<file path="src/rtl/core_run_ctrl_if.sv">
// Program-load stream and IMem write port between the host/debug side and core_run_ctrl.
// The master is the host plus IMem; the slave is the run sequencer.
interface core_run_ctrl_if #(
  parameter int ADDR_W = 8
);
  logic              load_valid;
  logic [31:0]       load_data;
  logic              load_last;
  logic              load_ready;
  logic              imem_we;
  logic [ADDR_W-1:0] imem_waddr;
  logic [31:0]       imem_wdata;

  modport master (
    output load_valid, load_data, load_last,
    input  load_ready, imem_we, imem_waddr, imem_wdata
  );

  modport slave (
    input  load_valid, load_data, load_last,
    output load_ready, imem_we, imem_waddr, imem_wdata
  );
endinterface

</file>
<file path="src/rtl/core_run_ctrl.sv">
// Run sequencer for the single-cycle core: loads IMem over a valid/ready stream,
// releases the core, and stops it on request, on ebreak, or at a cycle limit.
module core_run_ctrl #(
  parameter int          IMEM_DEPTH = 256,
  parameter int          ADDR_W     = $clog2(IMEM_DEPTH),
  parameter int          CYCLE_W    = 32,
  parameter logic [31:0] HALT_INSTR = 32'h00100073
) (
  input  logic               clk,
  input  logic               reset,
  input  logic               load_start,
  input  logic               run_start,
  input  logic               halt_req,
  input  logic               clear,
  input  logic [CYCLE_W-1:0] cycle_limit,
  core_run_ctrl_if.slave     ld,
  input  logic [31:0]        core_instr,
  output logic               core_reset,
  output logic               core_enable,
  output logic [1:0]         state,
  output logic [1:0]         halt_cause,
  output logic [CYCLE_W-1:0] cycle_count,
  output logic [ADDR_W:0]    words_loaded
);

  typedef enum logic [1:0] {
    S_IDLE = 2'd0,
    S_LOAD = 2'd1,
    S_RUN  = 2'd2,
    S_HALT = 2'd3
  } state_t;

  localparam logic [ADDR_W-1:0] LAST_ADDR = ADDR_W'(IMEM_DEPTH - 1);

  state_t             state_q;
  logic [ADDR_W-1:0]  load_addr;
  logic [CYCLE_W-1:0] limit_q;
  logic               xfer;
  logic [1:0]         stop_cause;
  logic               stop;

  assign state = state_q;

  // Stop decode is combinational so the stopping instruction never gets an enabled cycle.
  always_comb begin
    stop_cause = 2'd0;
    if (state_q == S_RUN) begin
      if (halt_req)
        stop_cause = 2'd1;
      else if (core_instr == HALT_INSTR)
        stop_cause = 2'd2;
      else if ((limit_q != '0) && (cycle_count == limit_q))
        stop_cause = 2'd3;
    end
  end

  assign stop        = (stop_cause != 2'd0);
  assign core_reset  = (state_q == S_IDLE) || (state_q == S_LOAD);
  assign core_enable = (state_q == S_RUN) && !stop;

  assign ld.load_ready = (state_q == S_LOAD);
  assign xfer          = ld.load_valid && (state_q == S_LOAD);
  assign ld.imem_we    = xfer;
  assign ld.imem_waddr = xfer ? load_addr : '0;
  assign ld.imem_wdata = xfer ? ld.load_data : 32'h0;

  always_ff @(posedge clk) begin
    if (reset) begin
      state_q      <= S_IDLE;
      load_addr    <= '0;
      limit_q      <= '0;
      halt_cause   <= 2'd0;
      cycle_count  <= '0;
      words_loaded <= '0;
    end else begin
      unique case (state_q)
        S_IDLE: begin
          if (load_start) begin
            state_q      <= S_LOAD;
            load_addr    <= '0;
            words_loaded <= '0;
          end else if (run_start) begin
            state_q     <= S_RUN;
            limit_q     <= cycle_limit;
            cycle_count <= '0;
            halt_cause  <= 2'd0;
          end
        end
        S_LOAD: begin
          if (xfer) begin
            load_addr    <= load_addr + ADDR_W'(1);
            words_loaded <= words_loaded + (ADDR_W + 1)'(1);
            // The last IMem slot ends the load even without load_last; there is no wrap.
            if (ld.load_last || (load_addr == LAST_ADDR))
              state_q <= S_IDLE;
          end
        end
        S_RUN: begin
          if (stop) begin
            state_q    <= S_HALT;
            halt_cause <= stop_cause;
          end else if (cycle_count != '1) begin
            cycle_count <= cycle_count + CYCLE_W'(1);
          end
        end
        S_HALT: begin
          if (clear)
            state_q <= S_IDLE;
        end
        default: state_q <= S_IDLE;
      endcase
    end
  end

endmodule

</file>
<file path="src/flat_wrapper.sv">
// flat-port wrapper written by rule: the top's interface ports become plain ports
module core_run_ctrl_flat 
#(
  parameter int          IMEM_DEPTH = 256,
  parameter int          ADDR_W     = $clog2(IMEM_DEPTH),
  parameter int          CYCLE_W    = 32,
  parameter logic [31:0] HALT_INSTR = 32'h00100073
)
  (clk, reset, load_start, run_start, halt_req, clear, cycle_limit, core_instr, core_reset, core_enable, state, halt_cause, cycle_count, words_loaded, ld_load_valid, ld_load_data, ld_load_last, ld_load_ready, ld_imem_we, ld_imem_waddr, ld_imem_wdata);
  core_run_ctrl_if #(.ADDR_W(ADDR_W)) ld_i ();
  input  logic clk;
  input  logic reset;
  input  logic load_start;
  input  logic run_start;
  input  logic halt_req;
  input  logic clear;
  input  logic [CYCLE_W-1:0] cycle_limit;
  input  logic [31:0] core_instr;
  output logic core_reset;
  output logic core_enable;
  output logic [1:0] state;
  output logic [1:0] halt_cause;
  output logic [CYCLE_W-1:0] cycle_count;
  output logic [ADDR_W:0] words_loaded;
  input wire logic [$bits(ld_i.load_valid)-1:0] ld_load_valid;
  input wire logic [$bits(ld_i.load_data)-1:0] ld_load_data;
  input wire logic [$bits(ld_i.load_last)-1:0] ld_load_last;
  output wire logic [$bits(ld_i.load_ready)-1:0] ld_load_ready;
  output wire logic [$bits(ld_i.imem_we)-1:0] ld_imem_we;
  output wire logic [$bits(ld_i.imem_waddr)-1:0] ld_imem_waddr;
  output wire logic [$bits(ld_i.imem_wdata)-1:0] ld_imem_wdata;
  assign ld_i.load_valid = ld_load_valid;
  assign ld_i.load_data = ld_load_data;
  assign ld_i.load_last = ld_load_last;
  assign ld_load_ready = ld_i.load_ready;
  assign ld_imem_we = ld_i.imem_we;
  assign ld_imem_waddr = ld_i.imem_waddr;
  assign ld_imem_wdata = ld_i.imem_wdata;
  core_run_ctrl #(.IMEM_DEPTH(IMEM_DEPTH), .ADDR_W(ADDR_W), .CYCLE_W(CYCLE_W), .HALT_INSTR(HALT_INSTR)) u_core (.clk(clk), .reset(reset), .load_start(load_start), .run_start(run_start), .halt_req(halt_req), .clear(clear), .cycle_limit(cycle_limit), .ld(ld_i), .core_instr(core_instr), .core_reset(core_reset), .core_enable(core_enable), .state(state), .halt_cause(halt_cause), .cycle_count(cycle_count), .words_loaded(words_loaded));
endmodule
</file>
<file path="config.mk">
export PLATFORM = sky130hd
export DESIGN_NAME = core_run_ctrl_flat
export DESIGN_NICKNAME = d
export VERILOG_FILES = /design/src/rtl/core_run_ctrl_if.sv /design/src/rtl/core_run_ctrl.sv /design/src/flat_wrapper.sv
export SDC_FILE = /design/constraint.sdc
export NUM_CORES = 1
export LEC_CHECK = 0
export BUFFER_PORTS_ARGS = -buffer_cell sky130_fd_sc_hd__buf_2
export CORE_ASPECT_RATIO = 2
export CORE_MARGIN = 2
export CORE_UTILIZATION = 43
export CTS_BUF_LIST = sky130_fd_sc_hd__clkbuf_8
export CTS_CLUSTER_SIZE = 40
export DETAILED_ROUTE_END_ITERATION = 12
export PLACE_DENSITY_LB_ADDON = 0.12
export SLEW_MARGIN = 20
export SYNTH_ARGS = -nofsm -noshare
export SYNTH_HDL_FRONTEND = slang
export SYNTH_SLANG_ARGS = --single-unit
export TNS_END_PERCENT = 10
</file>
<file path="constraint.sdc">
create_clock -name clk -period 3.1 [get_ports clk]
set_input_delay 0.31 -clock clk [delete_from_list [all_inputs] [get_ports clk]]
set_output_delay 0.31 -clock clk [all_outputs]
set_load 0.01 [all_outputs]
</file>
==> run summary <==
Placed Area = 5850 sq um
Critical Path Sink Type = output port
most frequent cells in the layout = buf_2 (192), nand2_1 (101), dfxtp_1 (85)
WP data arrival = 2.56 ns
fin util = 0.559
core area = 10800 sq um
layout cells sized above 1 = 0.321
drt drc = 0
Post-Synth Adder-Cell Area = 0.00792
final period utilization = 0.927
TritonCTS Sinks = 85
ys async rst share = 0
outcome = finished clean
largest family of logic cells by synthesized area = simple AND/OR/NAND/NOR gates
final setup violation count = 0
gp weighted congestion = 0.993
CP Launch Type = flop
CTS tree = done
Post-DRT Antenna Nets = 0
Clock Latency Late Sink = 0.38 ns
Max VDD drop = 0.000306 V
H-tree Lvls = 3
Die H = 152 um
P&R area growth vs syn = 27.6%
Synth Area in XOR/XNOR = 0.0832
RSZ-0062 raised after global routing = false
Max FO, Critical Path = 7
initial DRC count = 313
f_max = 348 MHz
first-pass GRT wire length = 25900 um
all-layer global routing usage = 0.276
multiplexer share of the synthesized area = 0.00422
Vias/cell = 5.68
Fin Setup TNS = 0 ns
CP required = 2.79 ns
EDFF count, synth = 0
io pins = 193
Main synth FF type = dfxtp_1
antenna violations before repair = 0
number of I/O port buffers = 192
dpl hpwl = 12700 um
Reg clk slew, reported paths = 0.09 ns
Min-Delay Path Class = in -> reg
syn_nets = 709
simple-gate share of the synthesized area = 0.297
flop and latch count out of synthesis = 85
grt ovf = 0
post-route design area = 6050 sq um
Routed Wire Length = 16500 um
TritonCTS Buffers = 9
Slew headroom = 0.487
post-synthesis instance area = 4740 sq um
die area = 11900 sq um
Setup Fix Bufs, Post-CTS = 0
Worst Skew = 0.0152 ns
endpoints failing hold = 0
num rows = 54
Final Max Slew Viols = 0
CTS max path bufs = 2
Synth warnings = 0
Post-Syn Instances = 602
DR vias = 5250
nets = 888
DR WL/cell = 17.8 um
Hold-fix buffers, CTS = 0
commonest non-fill, non-tap cell in the layout = buf_2
post-synthesis sequential area ratio = 0.359
largest net degree at the start of global routing = 44
Ant. Diodes = 0
Die X = 78.2 um
measured slew at the worst slew-check pin = 0.764 ns
Layout fillers = 1051
Setup CP Type = reg -> out
Compound-Gate Fraction of Synth Area = 0.196
vias in the first global route = 5157
LEAKAGE = 2.97 nW
Root Buffer = clkbuf_8
Tmin final = 2.87 ns
number of library cell types mapped by synthesis = 47
First-pass DRT Iterations = 4
Max-cap violations = 0
Pwr Density = 438 nW/um^2
initial core utilization = 0.438
Synth Area per Inst = 7.87 sq um
Post-CTS Resized = 0
logic make-up (layout without fill, tap and decap cells):
group,Yosys count,after routing
xor gates and xnor gates,45,45
DFF,85,85
buffers and inverters,57,240
adders and majority gates,3,3
and+or+nand+nor,282,282
muxes,2,2
AOI/OAI and AO/OA,128,128
flip-flops by register name, indices dropped and copies added, names as in the netlist:
| name | cells |
|---|---|
| u_core.cycle_count | 32 |
| u_core.halt_cause | 2 |
| u_core.limit_q | 32 |
| u_core.state | 2 |
| u_core.load_addr | 8 |
| u_core.words_loaded | 9 |
synth_stat cells (all sizes together) (2+ instances only):
cell type  instances  area, sq um
and3              50          313
or3                3         18.8
nor3               8         40.0
nor2b              3         18.8
nor4b              3         26.3
nand3             18         90.1
dfxtp             85         1700
and4               4         35.0
clkbuf            35          133
o21ai              9         45.0
o211ai            25          188
o31ai             16          200
a211oi             3         22.5
nor2              41          154
nor4              24          150
nor4bb             2         20.0
xor2              43          377
o32ai              3         33.8
mux2i              2         20.0
or2                2         12.5
xnor2              2         17.5
or4                3         22.5
ha                 3         37.5
o41ai              7         76.3
a31oi              8         50.1
a21oi             48          240
inv                9         33.8
and2               5         31.3
nand4             14         87.6
o21a               3         22.5
nand2            101          379
buf               13         85.1
stage by stage:
stage	cells	power, mW	worst slack, ns	hold slack, ns
finish	925	2.65	0.225	0.157
global route	925	2.79	0.0792	0.156
CTS	925	2.66	0.0198	0.156
detailed placement	910	1.87	0.0541	0.477
global placement	910	1.86	0.0942	0.470
floorplan	602	1.61	0.838	0.446
path summary, 6_finish.rpt:
| path | startpoint | depth (start not counted) | slack, ns | end |
|---|---|---|---|---|
| max | u_core.cycle_count[0] | 7 | 0.23 | core_enable |
| max reg2reg | u_core.cycle_count[0] | 9 | 0.24 | u_core.cycle_count[2] |
| min | cycle_limit[23] | 3 | 0.16 | u_core.limit_q[23] |
| min reg2reg | u_core.limit_q[1] | 2 | 0.49 | u_core.limit_q[1] |
worst max-delay path: stages, from the launching register on:
cell and delay (ns):
dfxtp_1 0.53, xor2_1 0.12, nor4_1 0.55, nand4_1 0.19, nor3_1 0.31, or2_0 0.25
inv_1 0.08, buf_2 0.15
power by group:
part	switching, mW	total (mW)	internal [mW]
clock	0.409	0.795	0.386
sequential	0.0490	1.19	1.14
combinational	0.409	0.668	0.259
final cells by class:
cell class                 count  area, sq um  area share
clock inverter                 5         52.6     0.00869
tap                          140          175      0.0290
multi-input combinational    460         2790       0.462
sequential                    85         1700       0.281
clock buffer                  10          138      0.0228
timing repair buffer         216         1150       0.191
inverter                       9         33.8     0.00559
metal layers:
metal / up-vias / GRT usage / wire, um
li1: 2519 / - / -
met1: 2451 / 0.282 / 5750
met2: 218 / 0.496 / 8710
met3: 62 / 0.0450 / 959
met4: 0 / 0.195 / 1070
met5: - / 0 / 0
(Power assumes the default switching activity.)
